<file path="src/rtl/word_serializer.sv">
// word_serializer
// Parallel-to-serial front end for the bit-serial arithmetic checkers.
// Accepts WIDTH-bit words on a valid/ready handshake and emits them one bit
// per transfer with first/last framing strobes.
// Words can follow each other with no idle cycle, and downstream backpressure
// holds everything in place.
module word_serializer #(
  parameter int WIDTH     = 8,
  parameter bit MSB_FIRST = 1'b1
) (
  input  logic             clk,
  input  logic             rst_n,
  input  logic [WIDTH-1:0] in_data,
  input  logic             in_valid,
  output logic             in_ready,
  output logic             ser_bit,
  output logic             ser_valid,
  input  logic             ser_ready,
  output logic             ser_first,
  output logic             ser_last,
  output logic             busy
);

  localparam int CW = (WIDTH > 2) ? $clog2(WIDTH) : 1;
  localparam logic [CW-1:0] PRE_LAST_IDX = CW'(WIDTH - 2);

  typedef enum logic {
    IDLE  = 1'b0,
    SHIFT = 1'b1
  } state_t;

  state_t           state, state_next;
  logic [WIDTH-1:0] shreg, shreg_next;
  logic [CW-1:0]    cnt, cnt_next;
  logic             first_q, first_next;
  logic             last_q, last_next;
  logic             accept;
  logic             xfer;

  // A word is held exactly while in SHIFT, so valid and busy are the state flop.
  assign ser_valid = (state == SHIFT);
  assign busy      = (state == SHIFT);
  assign ser_first = first_q;
  assign ser_last  = last_q;

  // The shift register is cleared whenever no word is held, so the end flop
  // gives a registered ser_bit that is also 0 whenever ser_valid is low.
  assign ser_bit = MSB_FIRST ? shreg[WIDTH-1] : shreg[0];

  // A new word can enter when idle, or on the cycle the last bit leaves.
  assign in_ready = (state == IDLE) | (last_q & ser_ready);
  assign accept   = in_valid & in_ready;
  assign xfer     = ser_valid & ser_ready;

  // Next-state and datapath: load on accept, shift on transfer, hold on stall.
  always_comb begin
    state_next = state;
    shreg_next = shreg;
    cnt_next   = cnt;
    first_next = first_q;
    last_next  = last_q;
    case (state)
      IDLE: begin
        if (accept) begin
          state_next = SHIFT;
          shreg_next = in_data;
          cnt_next   = '0;
          first_next = 1'b1;
          last_next  = 1'b0;
        end
      end
      SHIFT: begin
        if (xfer) begin
          if (last_q) begin
            if (accept) begin
              shreg_next = in_data;
              cnt_next   = '0;
              first_next = 1'b1;
              last_next  = 1'b0;
            end else begin
              state_next = IDLE;
              shreg_next = '0;
              cnt_next   = '0;
              first_next = 1'b0;
              last_next  = 1'b0;
            end
          end else begin
            if (MSB_FIRST) begin
              shreg_next = {shreg[WIDTH-2:0], 1'b0};
            end else begin
              shreg_next = {1'b0, shreg[WIDTH-1:1]};
            end
            cnt_next   = cnt + CW'(1);
            first_next = 1'b0;
            last_next  = (cnt == PRE_LAST_IDX);
          end
        end
      end
      default: begin
        state_next = IDLE;
        shreg_next = '0;
        cnt_next   = '0;
        first_next = 1'b0;
        last_next  = 1'b0;
      end
    endcase
  end

  // State and datapath registers; reset discards any partial word at once.
  always_ff @(posedge clk or negedge rst_n) begin
    if (!rst_n) begin
      state   <= IDLE;
      shreg   <= '0;
      cnt     <= '0;
      first_q <= 1'b0;
      last_q  <= 1'b0;
    end else begin
      state   <= state_next;
      shreg   <= shreg_next;
      cnt     <= cnt_next;
      first_q <= first_next;
      last_q  <= last_next;
    end
  end

endmodule

</file>
<file path="config.mk">
export PLATFORM = sky130hd
export DESIGN_NAME = word_serializer
export DESIGN_NICKNAME = d
export VERILOG_FILES = /design/src/rtl/word_serializer.sv
export SDC_FILE = /design/constraint.sdc
export NUM_CORES = 1
export LEC_CHECK = 0
export BUFFER_PORTS_ARGS = -buffer_cell sky130_fd_sc_hd__buf_4
export CELL_PAD_IN_SITES_DETAIL_PLACEMENT = 0
export CELL_PAD_IN_SITES_GLOBAL_PLACEMENT = 2
export CORE_AREA = 4 4 54 56
export DETAILED_ROUTE_END_ITERATION = 12
export DIE_AREA = 0 0 58 60
export PLACE_DENSITY = 0.78
export SLEW_MARGIN = 20
export SYNTH_ARGS = -nofsm -noshare
export SYNTH_HDL_FRONTEND = slang
export SYNTH_SLANG_ARGS = --single-unit
</file>
<file path="constraint.sdc">
create_clock -name clk -period 1.5 [get_ports clk]
set_clock_uncertainty 0.2 [all_clocks]
set_input_delay 0.3 -clock clk [delete_from_list [all_inputs] [get_ports clk]]
set_output_delay 0.3 -clock clk [all_outputs]
set_load 0.02 [all_outputs]
</file>
# Word level (Yosys, flattened, before mapping)
# Index checks and enable logic that the tools add are counted.
# word_totals
word_cells	36
out_inout_bits	6
ff_bits	14
input_bits	12
# op_classes
addsub	1
reduce_logical	1
n_eq_ne	3
muxes	21
bitwise_logic	5
# op_table
op	count
$mux 8	4
$pmux 8 s2	1
$mux 1	9
$mux 3	3
$pmux 1 s2	3
$pmux 3 s2	1
$add 3x1->3 const B	1
$and 1x1->1	3
$eq 3x3->1 const B	1
$ne 2x1->1 const B	1
$ne 2x2->1 const B	1
$reduce_and 2->1	1
$not 1->1	1
$or 1x1->1	1

# Logic depth before layout (Yosys ltp)
# Gate-level depths: netlist (run 1).
# depth
ltp_word	7
depth_mapped	5
ltp_nobuf	5

# Worst setup path before layout (run 1)
# No wires, ideal clock.
# synth_path
path_type	flip-flop to flip-flop
start	register state (netlist: busy)
end	register shreg[1]
synth_period_minus_slack_ns	1.665
n_path_buf	0
t_arrival_ns	1.339
setup_ns	0.126
stages_incl_launch_ff	4
slack_ns	-0.165
t_required_ns	1.174
path_cell_list	dfrtp_1 > mux2_2 > and3_1 > a221o_1
# synth_between
elab_chain_len	7
elab_cells_between_ends	11
cone_classes	eq/ne (2); mux (4); bitwise (4); reduce/logical (1)
# synth_lines
item	line	source
start, declared	32	state_t state, state_next;
start signal, assigned	118	state <= state_next;
$not 1->1	-	
$or 1x1->1	51	assign in_ready = (state == IDLE) | (last_q & ser_ready);
$and 1x1->1	52	assign accept = in_valid & in_ready;
$mux 8	75	if (accept) begin
$mux 8	74	if (last_q) begin
$mux 8	73	if (xfer) begin
$pmux 8 s2	62	case (state)
end signal, assigned	119	shreg <= shreg_next;
end, declared	33	logic [WIDTH-1:0] shreg, shreg_next;
# Parallel ways exist; a longest one is shown, timed or not. The select of a mux whose other input is x is not followed.
# A chain may end at the register's enable or synchronous reset.

# Worst setup path after layout (run 1)
# layout_path
start	register last_q (netlist: ser_last)
end	output port in_ready
# layout_between
elab_chain_len	2
# layout_lines
item	line	source
start, declared	36	logic last_q, last_next;
start signal, assigned	122	last_q <= last_next;
$and 1x1->1	51	
$or 1x1->1	51	
end, declared	15	output logic in_ready,
# No other way between the ends.

==> reports/metrics.cfg, run 1 <==
[cells_and_area]
drive_above_1_share_pct=54.1
finish.net_count=100
number_of_inserted_diodes=0
synthToLayoutAreaGrowth_pct=51.5
final_core_util_pct=41.2

[synthesis]
synth.mux.area_fraction_pct=4.73
synth_commonest_cells=sky130_fd_sc_hd__dfrtp_1, sky130_fd_sc_hd__a221o_1, sky130_fd_sc_hd__and3_1
post_syn_area_um2=661
synthDistinctLibCells=20
yosysMostFrequentCell=sky130_fd_sc_hd__dfrtp_1
postSynth.topFlopCell=sky130_fd_sc_hd__dfrtp_1
async_reset_ff_share_pct=100
synth.top_cell.area_share_pct=53.0
synthAdderAreaFrac_pct=3.79
synth-warning-count=0
number_of_instances_in_the_synthesized_netlist=55
synth_sequential_area_ratio_pct=53.0
synth_compound_gate_area_share_pct=18.8
post-synth-top-area-cell=sky130_fd_sc_hd__dfrtp_1
synth_seq_cells=14
largest_family_of_logic_cells_by_synthesized_area=compound AO/OA/AOI/OAI gates
ys_top_cells_by_area=sky130_fd_sc_hd__dfrtp_1, sky130_fd_sc_hd__a221o_1, sky130_fd_sc_hd__and3_1
synth_enable_flop_cells=0
yosys.area_share.xor_xnor_pct=1.33
avgSynthCellArea_um2=12.0
synth.net_count=69
synthSimpleGateAreaFrac_pct=13.6

[routing]
wirelength_mm=1.56
wl_per_cell_um=13.6
number_of_design_rule_violations_left_after_detail_routing=0
drt-initial-drc-count=16
antenna_violating_nets_post_route=0
drt-vias-per-instance=4.70
detailedRoute.firstPassIterationCount=4
dr_total_vias=540

[power_and_ir_drop]
p_switching_mw=0.409
vdd_ir_drop_max_v=0.000589
powerDensity_mw_per_mm2=1320
combinational_share_of_power_pct=36.1
power_frac_clock_pct=21.4
switching_share_pct=31.0
total_leakage_power_nw=0.510
intPower_mw=0.912
finalPower_mw=1.32
register_share_of_total_power_pct=42.5

[setup_path]
reg2reg_depth=4
r2r_start=busy
path_class=reg2out
worst_reg2reg_path_endpoint=shreg[2]
setup.worst_path.start_class=flop
capture_point_of_the_worst_path=in_ready
setup.reg_to_reg.worst_slack_ps=-120
critical_path_arrival_ps=1150
worst-endpoint-required_ps=1000
worst_setup_path_startpoint=ser_last
crit_fanout=2
setup.worst_path.end_class=output port

[clocking]
clock_tree.buffer_depth=2
cts-htree-levels=1
cts_num_sinks=14
worstSkewPairLatency_ps=290
cts-root-buf=sky130_fd_sc_hd__clkbuf_4
cts_tree=built
tritoncts.num_buffers=3
worst_setup_hold_path_clk_slew_ps=90

[placement]
finalWeightedCongestion=0.679
portBuffers=17
post_detailed_placement_half_perimeter_wirelength_mm=1.07

[timing]
tightest_slew_ps=625
grt_setup_unrepaired=true
layout_worst_path_cycle_share_pct=110
final.setup.tns_ps=-1190
maxSlewViolCount=0
report.final.setup_viol=12
achievable-frequency_mhz=605
hold_fails_final_rpt=0
setup_slack_ps=-152
layout_min_cycle_time_ps=1650
slew-limit-headroom_pct=58.3

[global_routing]
track_usage_pct=10.6
grt_pass1_wl_mm=2.62
gr-total-overflow=0
grt_antenna_before_repair=0
grt_start_max_net_pins=15
via_count_of_the_first_global_routing_pass=571

[min_path]
holdCritPathClass=in2reg

[floorplan]
fp.dieArea_mm2=0.00348
fp.dieH_um=60
top_level_ports=18
die-width_um=58
floorplan.initialDensity_pct=27.2
placeableCoreArea_mm2=0.00243
fp-row-count=18

[job]
max-cap-violations=0

[status]
violations_in_the_final_reports=negative setup slack
run_status=finished, violations left

[timing repair]
action / CTS / global route
pin swaps: 0 / 7
hold buffers: 1 / 0
setup buffers: 2 / 0
endpoints found under the hold margin: 14 / 0
resized for setup: 4 / 10
endpoints found under the setup margin: 13 / 13
[metal layers]
metal | share of wire, % | global-route usage [%] | routed length (µm) | up-vias
met4 | 2.7 | 5.96 | 42 | 0
met1 | 45 | 12.2 | 705 | 252
met3 | 5.8 | 4.75 | 90 | 4
met2 | 46 | 16.3 | 725 | 16
li1 | - | - | - | 268
met5 | 0 | 0 | 0 | -
[kinds of logic (layout without fill, tap and decap cells)]
family | Yosys count | in the layout
fa+ha+maj | 2 | 2
xor+xnor | 1 | 1
compound gates | 14 | 14
buf+inv | 5 | 35
simple gates | 16 | 16
mux | 3 | 3
flops | 14 | 14
[final cells by class]
type,count,area [µm²]
flip-flops and latches,14,352
repair buffers,29,243
clock buffers,4,36.3
well taps,30,37.5
inverters,2,7.51
multi-input cells,36,325
fillers,248,1430
[per-stage QoR]
stage / hold slack (ps) / instances / setup slack (ps) / instance area [µm²]
after detailed placement: -34.9 / 108 / -144 / 875
after CTS: 16.3 / 115 / -153 / 956
after global placement: -38.8 / 108 / -96.8 / 875
after global routing: 7.70 / 115 / -204 / 1000
final: 30.6 / 115 / -152 / 1000
after floorplan: -196 / 55 / -34.1 / 666
[registers in the layout (all words and copies together) (netlist names)]
name / cells
shreg: 8
busy: 1
ser_first: 1
cnt: 3
ser_last: 1
[layout by cell type, fill, tap and decap left out]
cell	netlist	final
sky130_fd_sc_hd__nand2_1	4	4
sky130_fd_sc_hd__dfrtp_2	0	1
sky130_fd_sc_hd__or2_2	1	1
sky130_fd_sc_hd__a22o_2	1	1
sky130_fd_sc_hd__clkbuf_4	0	3
sky130_fd_sc_hd__dlygate4sd3_1	0	1
sky130_fd_sc_hd__clkbuf_8	0	1
sky130_fd_sc_hd__dfrtp_1	14	13
sky130_fd_sc_hd__mux2_4	0	1
sky130_fd_sc_hd__a221o_1	7	7
sky130_fd_sc_hd__ha_1	2	2
sky130_fd_sc_hd__buf_6	1	6
sky130_fd_sc_hd__nor2b_1	2	2
sky130_fd_sc_hd__nor3b_1	1	1
sky130_fd_sc_hd__mux2i_1	2	2
sky130_fd_sc_hd__a21boi_4	0	1
sky130_fd_sc_hd__xnor2_1	1	1
sky130_fd_sc_hd__inv_1	2	2
sky130_fd_sc_hd__o21ai_0	3	3
sky130_fd_sc_hd__buf_4	1	22
sky130_fd_sc_hd__a21o_2	2	2
sky130_fd_sc_hd__nand3_1	1	1
sky130_fd_sc_hd__and3_4	0	7
[worst min-delay path by stage]
stage	from	to	slack [ps]	cells after the start
floorplan	rst_n	busy	-200	0
global placement	rst_n	shreg[7]	-40	1
detailed placement	rst_n	shreg[7]	-30	1
CTS	in_data[1]	shreg[1]	20	2
global route	in_data[1]	shreg[1]	8	2
finish	in_data[1]	shreg[1]	30	2
[power groups by stage]
stage	Clock, mW	Sequential, mW	Combinational [mW]
after CTS	0.298	0.555	0.448
after global routing	0.312	0.575	0.527
after global placement	0	0.562	0.404
after floorplan	0	0.578	0.227
final	0.282	0.562	0.477
after detailed placement	0	0.565	0.412
[worst max-delay path, stage by stage (launching register included)]
cell	delay (ps)
sky130_fd_sc_hd__dfrtp_1	420
sky130_fd_sc_hd__a21boi_4	150
sky130_fd_sc_hd__buf_4	130
sky130_fd_sc_hd__inv_1	40
sky130_fd_sc_hd__buf_6	120
Power figures use the tool's default switching activity.
==> inputs of run 2 (changes only) <==
Settings changed: CORE_AREA 4 4 54 56 to 4 4 42 62, DIE_AREA 0 0 58 60 to 0 0 46 66, PLACE_DENSITY 0.78 to 0.8.
Clock period 1.5 ns to 2 ns, I/O delays scaled along.
==> run 2 against run 1 <==
  * The run now ends clean
  * Largest power group unchanged
  * Die area down 13%
  * Sequential power down 25%
  * Routed wire length down 14%
  * Via count down 8.3%
  * Worst hold slack better by 120 ps
  * Sequential share of layout area up 5.6 points
  * Global-route usage down 0.19 points
  * Clock-buffer cell count unchanged
  * Register-to-register slack better by 480 ps
  * Cell count down 14%
  * Largest cell class unchanged
  * Power down 33%
  * Non-clock buffer count down 8
==> reports/metrics.cfg, run 2 (same netlist as run 1, synthesis figures left out) <==
[global_routing]
gr-total-overflow=0  ; unchanged
track_usage_pct=10.4  ; -0.19 points
grt_pass1_wl_mm=2.27  ; -13%
grt_antenna_before_repair=0  ; unchanged
via_count_of_the_first_global_routing_pass=533  ; -6.7%
grt_start_max_net_pins=15  ; unchanged

[setup_path]
worst_setup_path_startpoint=busy
setup.reg_to_reg.worst_slack_ps=360  ; +480 ps
cp_slowest_cell=sky130_fd_sc_hd__dfrtp_1
r2r_start=busy
path_class=reg2out
crit_fanout=8  ; +6
worst_reg2reg_path_endpoint=shreg[3]
setup.worst_path.start_class=flop
capture_point_of_the_worst_path=in_ready
worst-endpoint-required_ps=1400  ; +400 ps
cpPeakStageDelay_ps=470  ; +50 ps
cp_cell_sequence=a21boi_2 -> inv_1 -> buf_4
critical_path_arrival_ps=1190  ; +40 ps
setup.worst_path.end_class=output port
reg2reg_depth=3  ; -1

[cells_and_area]
mostFrequentLayoutCell=sky130_fd_sc_hd__buf_4
largest_reg_by_ff_count=shreg
most-common-layout-cells=sky130_fd_sc_hd__buf_4, sky130_fd_sc_hd__dfrtp_1, sky130_fd_sc_hd__and3_1, sky130_fd_sc_hd__a221o_1, sky130_fd_sc_hd__nand2_1
drive_above_1_share_pct=39.0  ; -15 points
finish.net_count=92  ; -8.0%
final_core_util_pct=42.0  ; +0.80 points
layoutNonFillerInstCount=99  ; -14%
number_of_inserted_diodes=0  ; unchanged
biggestRegsByFlops=shreg x8, cnt x3
max_reg_flops=8  ; unchanged
synthToLayoutAreaGrowth_pct=30.3

[routing]
dr_total_vias=495  ; -8.3%
wl_per_cell_um=13.5  ; -0.56%
drt-initial-drc-count=10  ; -6
number_of_design_rule_violations_left_after_detail_routing=0  ; unchanged
drt-vias-per-instance=5.00  ; +6.5%
wirelength_mm=1.34  ; -14%
antenna_violating_nets_post_route=0  ; unchanged
detailedRoute.firstPassIterationCount=4  ; unchanged

[placement]
placedCellCount=94  ; -13%
finalWeightedCongestion=0.709  ; +4.5%
portBuffers=17  ; unchanged

[clocking]
clock_tree.buffer_depth=2  ; unchanged
cts_tree=built
cts-htree-levels=1  ; unchanged
cts_num_sinks=14  ; unchanged
cts-root-buf=sky130_fd_sc_hd__clkbuf_4
tritoncts.num_buffers=3  ; unchanged
worstSkewPairLatency_ps=270  ; -20 ps
cts.repair.resized=0  ; -4
worst_setup_hold_path_clk_slew_ps=80  ; about the same

[floorplan]
die-width_um=46  ; -21%
fp.dieH_um=66  ; +10%
fp-row-count=20  ; +2
placeableCoreArea_mm2=0.00205  ; -16%
floorplan.initialDensity_pct=32.2  ; +5.0 points
top_level_ports=18  ; unchanged
fp.dieArea_mm2=0.00304  ; -13%

[job]
max-cap-violations=0  ; unchanged

[power_and_ir_drop]
total_leakage_power_nw=0.464  ; -9.0%
powerDensity_mw_per_mm2=1040  ; -22%
finalPower_mw=0.892  ; -33%
vdd_ir_drop_max_v=0.000386  ; -35%

[timing]
report.final.setup_viol=0  ; -12
grt_setup_unrepaired=false
final.setup.tns_ps=0  ; +1190 ps
layout_worst_path_cycle_share_pct=89.5
hold_fails_final_rpt=0  ; unchanged
layout_min_cycle_time_ps=1790
slew-limit-headroom_pct=72.9  ; +15 points
achievable-frequency_mhz=559
maxSlewViolCount=0  ; unchanged
tightest_slew_ps=406  ; -219 ps

[min_path]
hold_start=in_data[0]
holdCritPathClass=in2reg

[status]
run_status=completed

==> run 2: worst min path at each step <==
stage	cells past startpoint	end	slack, ps
6_report	2	shreg[0]	150
5_1_grt	2	shreg[0]	150
4_1_cts	2	shreg[0]	140
3_5_place_dp	1	ser_last	60
3_3_place_gp	1	ser_last	60
2_1_floorplan	0	busy	-100
==> run 2: per-stage QoR <==
stage | area, µm² | worst slack, ps | hold slack, ps
floorplan | 661 | 335 | -95.6
global placement | 815 | 385 | 62.4
detailed placement | 815 | 364 | 62.3
CTS | 861 | 182 | 141
global route | 861 | 127 | 146
finish | 861 | 210 | 150
==> run 2: routing by layer <==
layer | part of all wire, % | track usage, % | vias up
li1 | - | - | 248
met5 | 0 | 0 | -
met2 | 50 | 17.6 | 13
met3 | 6.3 | 2.45 | 2
met4 | 1.4 | 5.34 | 0
met1 | 42 | 11.5 | 232
==> run 2: area by class of cell <==
class | count | area [µm²]
Tap cell | 22 | 27.5
Fill cell | 209 | 1190
Timing Repair Buffer | 21 | 160
Multi-Input combinational cell | 36 | 279
Clock buffer | 4 | 36.3
Inverter | 2 | 7.51
Sequential cell | 14 | 350
==> run 2: what timing repair did <==
action                    in CTS  in global routing
hold endpoints to repair      14                  0
hold buffers                   1                  0
buffers inserted               0                  0
==> run 2: where the power goes <==
group	total, mW	internal, mW	switching (mW)
clock network	0.199	0.110	0.0884
registers	0.420	0.363	0.0565
logic	0.273	0.147	0.126
total	0.892	0.621	0.271
==> run 2: worst max-delay path: cells and delay by family, from the launching register on <==
family,cells,cell delay [ps]
buf+inv,2,200
flops,1,470
compound gates,1,240
==> inputs of run 3 (changes only) <==
Settings changed: CORE_AREA 4 4 42 62 to 4 4 46 57, DIE_AREA 0 0 46 66 to 0 0 50 61.
==> run 3 against run 2 <==
  * Register-to-register slack barely moved
  * Worst setup slack improved by 6.5 ps
  * Global-route usage rose by 0.13 points
  * Maximum frequency rose by 0.36%
  * Largest power group unchanged
  * First-iteration DRC count up 10%
  * Largest cell class unchanged
  * Routed wire length rose by 1.7%
  * Sequential power barely moved
  * Combinational power hardly changed
  * Critical path type unchanged
  * Critical endpoint unchanged
==> reports/metrics.cfg, run 3 (same netlist as run 1, synthesis figures left out) <==
[status]
run_status=completed

[floorplan]
top_level_ports=18  ; unchanged
fp.dieH_um=61  ; -7.6%
placeableCoreArea_mm2=0.00205  ; -0.12%
floorplan.initialDensity_pct=32.2  ; +0.039 points
die-width_um=50  ; +8.7%
fp.dieArea_mm2=0.00305  ; +0.46%
fp-row-count=18  ; -10%

[setup_path]
setup.reg_to_reg.worst_slack_ps=360  ; about the same
worst_setup_path_startpoint=busy
reg2reg_depth=3  ; unchanged
path_class=reg2out
setup.worst_path.start_class=flop
cp_cell_sequence=a21boi_2 -> inv_1 -> buf_4
setup.worst_path.end_class=output port
cp_slowest_cell=sky130_fd_sc_hd__dfrtp_1
cpPeakStageDelay_ps=470  ; about the same
crit_fanout=8  ; unchanged
worst_reg2reg_path_endpoint=shreg[3]
critical_path_arrival_ps=1180  ; about the same
worst-endpoint-required_ps=1400  ; about the same
r2r_start=busy

[global_routing]
grt_pass1_wl_mm=2.43  ; +7.0%
gr-total-overflow=0  ; unchanged
grt_start_max_net_pins=15  ; unchanged
grt_antenna_before_repair=0  ; unchanged
track_usage_pct=10.5  ; +0.13 points
via_count_of_the_first_global_routing_pass=541  ; +1.5%

[cells_and_area]
most-common-layout-cells=sky130_fd_sc_hd__buf_4, sky130_fd_sc_hd__dfrtp_1, sky130_fd_sc_hd__and3_1, sky130_fd_sc_hd__a221o_1, sky130_fd_sc_hd__nand2_1
drive_above_1_share_pct=37.3  ; -1.6 points
biggestRegsByFlops=shreg x8, cnt x3
mostFrequentLayoutCell=sky130_fd_sc_hd__buf_4
largest_reg_by_ff_count=shreg
finish.net_count=91  ; -1.1%
number_of_inserted_diodes=0  ; unchanged
max_reg_flops=8  ; unchanged
synthToLayoutAreaGrowth_pct=28.6
final_core_util_pct=41.5  ; -0.50 points

[min_path]
hold_end=shreg[7]
hold_start=in_data[7]
holdCritPathClass=in2reg
worst_hold_path.num_cells=2  ; unchanged

[timing]
maxSlewViolCount=0  ; unchanged
hold_fails_final_rpt=0  ; unchanged
layout_min_cycle_time_ps=1780  ; -6.47 ps
slew-limit-headroom_pct=69.0  ; -3.9 points
report.final.setup_viol=0  ; unchanged
achievable-frequency_mhz=561  ; +0.36%
final.setup.tns_ps=0  ; unchanged
layout_worst_path_cycle_share_pct=89.2  ; -0.32 points
grt_setup_unrepaired=false
tightest_slew_ps=464  ; +58.0 ps

[power_and_ir_drop]
total_leakage_power_nw=0.452  ; -2.6%
vdd_ir_drop_max_v=0.000406  ; +5.4%
finalPower_mw=0.845  ; -5.3%
powerDensity_mw_per_mm2=994  ; -4.0%

[clocking]
worstSkewPairLatency_ps=270  ; about the same
worst_setup_hold_path_clk_slew_ps=80  ; about the same
cts_setup_buffers=0  ; unchanged
cts_num_sinks=14  ; unchanged
cts_tree=built
tritoncts.num_buffers=3  ; unchanged
cts.repair.resized=0  ; unchanged
cts-root-buf=sky130_fd_sc_hd__clkbuf_4
clock_tree.buffer_depth=2  ; unchanged
hold_buffers=1  ; unchanged
cts-htree-levels=1  ; unchanged

[routing]
drt-initial-drc-count=11  ; +1
detailedRoute.firstPassIterationCount=4  ; unchanged
wl_per_cell_um=13.0  ; -4.1%
number_of_design_rule_violations_left_after_detail_routing=0  ; unchanged
dr_total_vias=515  ; +4.0%
drt-vias-per-instance=4.90  ; -1.9%
wirelength_mm=1.36  ; +1.7%
antenna_violating_nets_post_route=0  ; unchanged

[placement]
portBuffers=17  ; unchanged
finalWeightedCongestion=0.700  ; -1.2%
post_detailed_placement_half_perimeter_wirelength_um=985

[job]
max-cap-violations=0  ; unchanged

run 3: final cells by class:
| class | count | area (µm²) |
|---|---|---|
| fillers | 213 | 1200 |
| well taps | 30 | 37.5 |
| multi-input cells | 36 | 279 |
| clock buffers | 3 | 22.5 |
| repair buffers | 20 | 153 |
| inverters | 2 | 7.51 |
| flip-flops and latches | 14 | 350 |
run 3: power by group:
group / internal, mW / leakage [nW] / total (mW) / switching (mW)
clock: 0.0696 / 0.0138 / 0.151 / 0.0818
sequential: 0.364 / 0.183 / 0.423 / 0.0590
combinational: 0.145 / 0.255 / 0.271 / 0.126
run 3: worst max-delay path by stage:
| stage | to | slack [ps] |
|---|---|---|
| after floorplan | shreg[1] | 330 |
| after global routing | in_ready | 60 |
| after CTS | in_ready | 190 |
| after detailed placement | shreg[4] | 360 |
| final | in_ready | 220 |
| after global placement | shreg[3] | 380 |
run 3: worst max-delay path, delay by kind of cell (launching register included):
family / cells / cell delay (ps)
compound gates: 1 / 240
buf+inv: 2 / 200
flops: 1 / 470
run 3: layer usage:
metal | vias to the layer above | routed length [µm] | global-route usage [%]
met1 | 244 | 674 | 14.1
li1 | 246 | - | -
met4 | 0 | 8 | 5.93
met5 | - | 0 | 0
met2 | 23 | 563 | 15.5
met3 | 2 | 115 | 2.70
run 3: stage by stage:
step / setup slack, ps / cell area [µm²] / hold WS (ps) / cells
floorplan: 335 / 661 / -95.6 / 55
global placement: 383 / 817 / 65.4 / 101
detailed placement: 359 / 817 / 64.2 / 101
CTS: 193 / 850 / 146 / 105
global route: 62.6 / 850 / 143 / 105
finish: 216 / 850 / 155 / 105
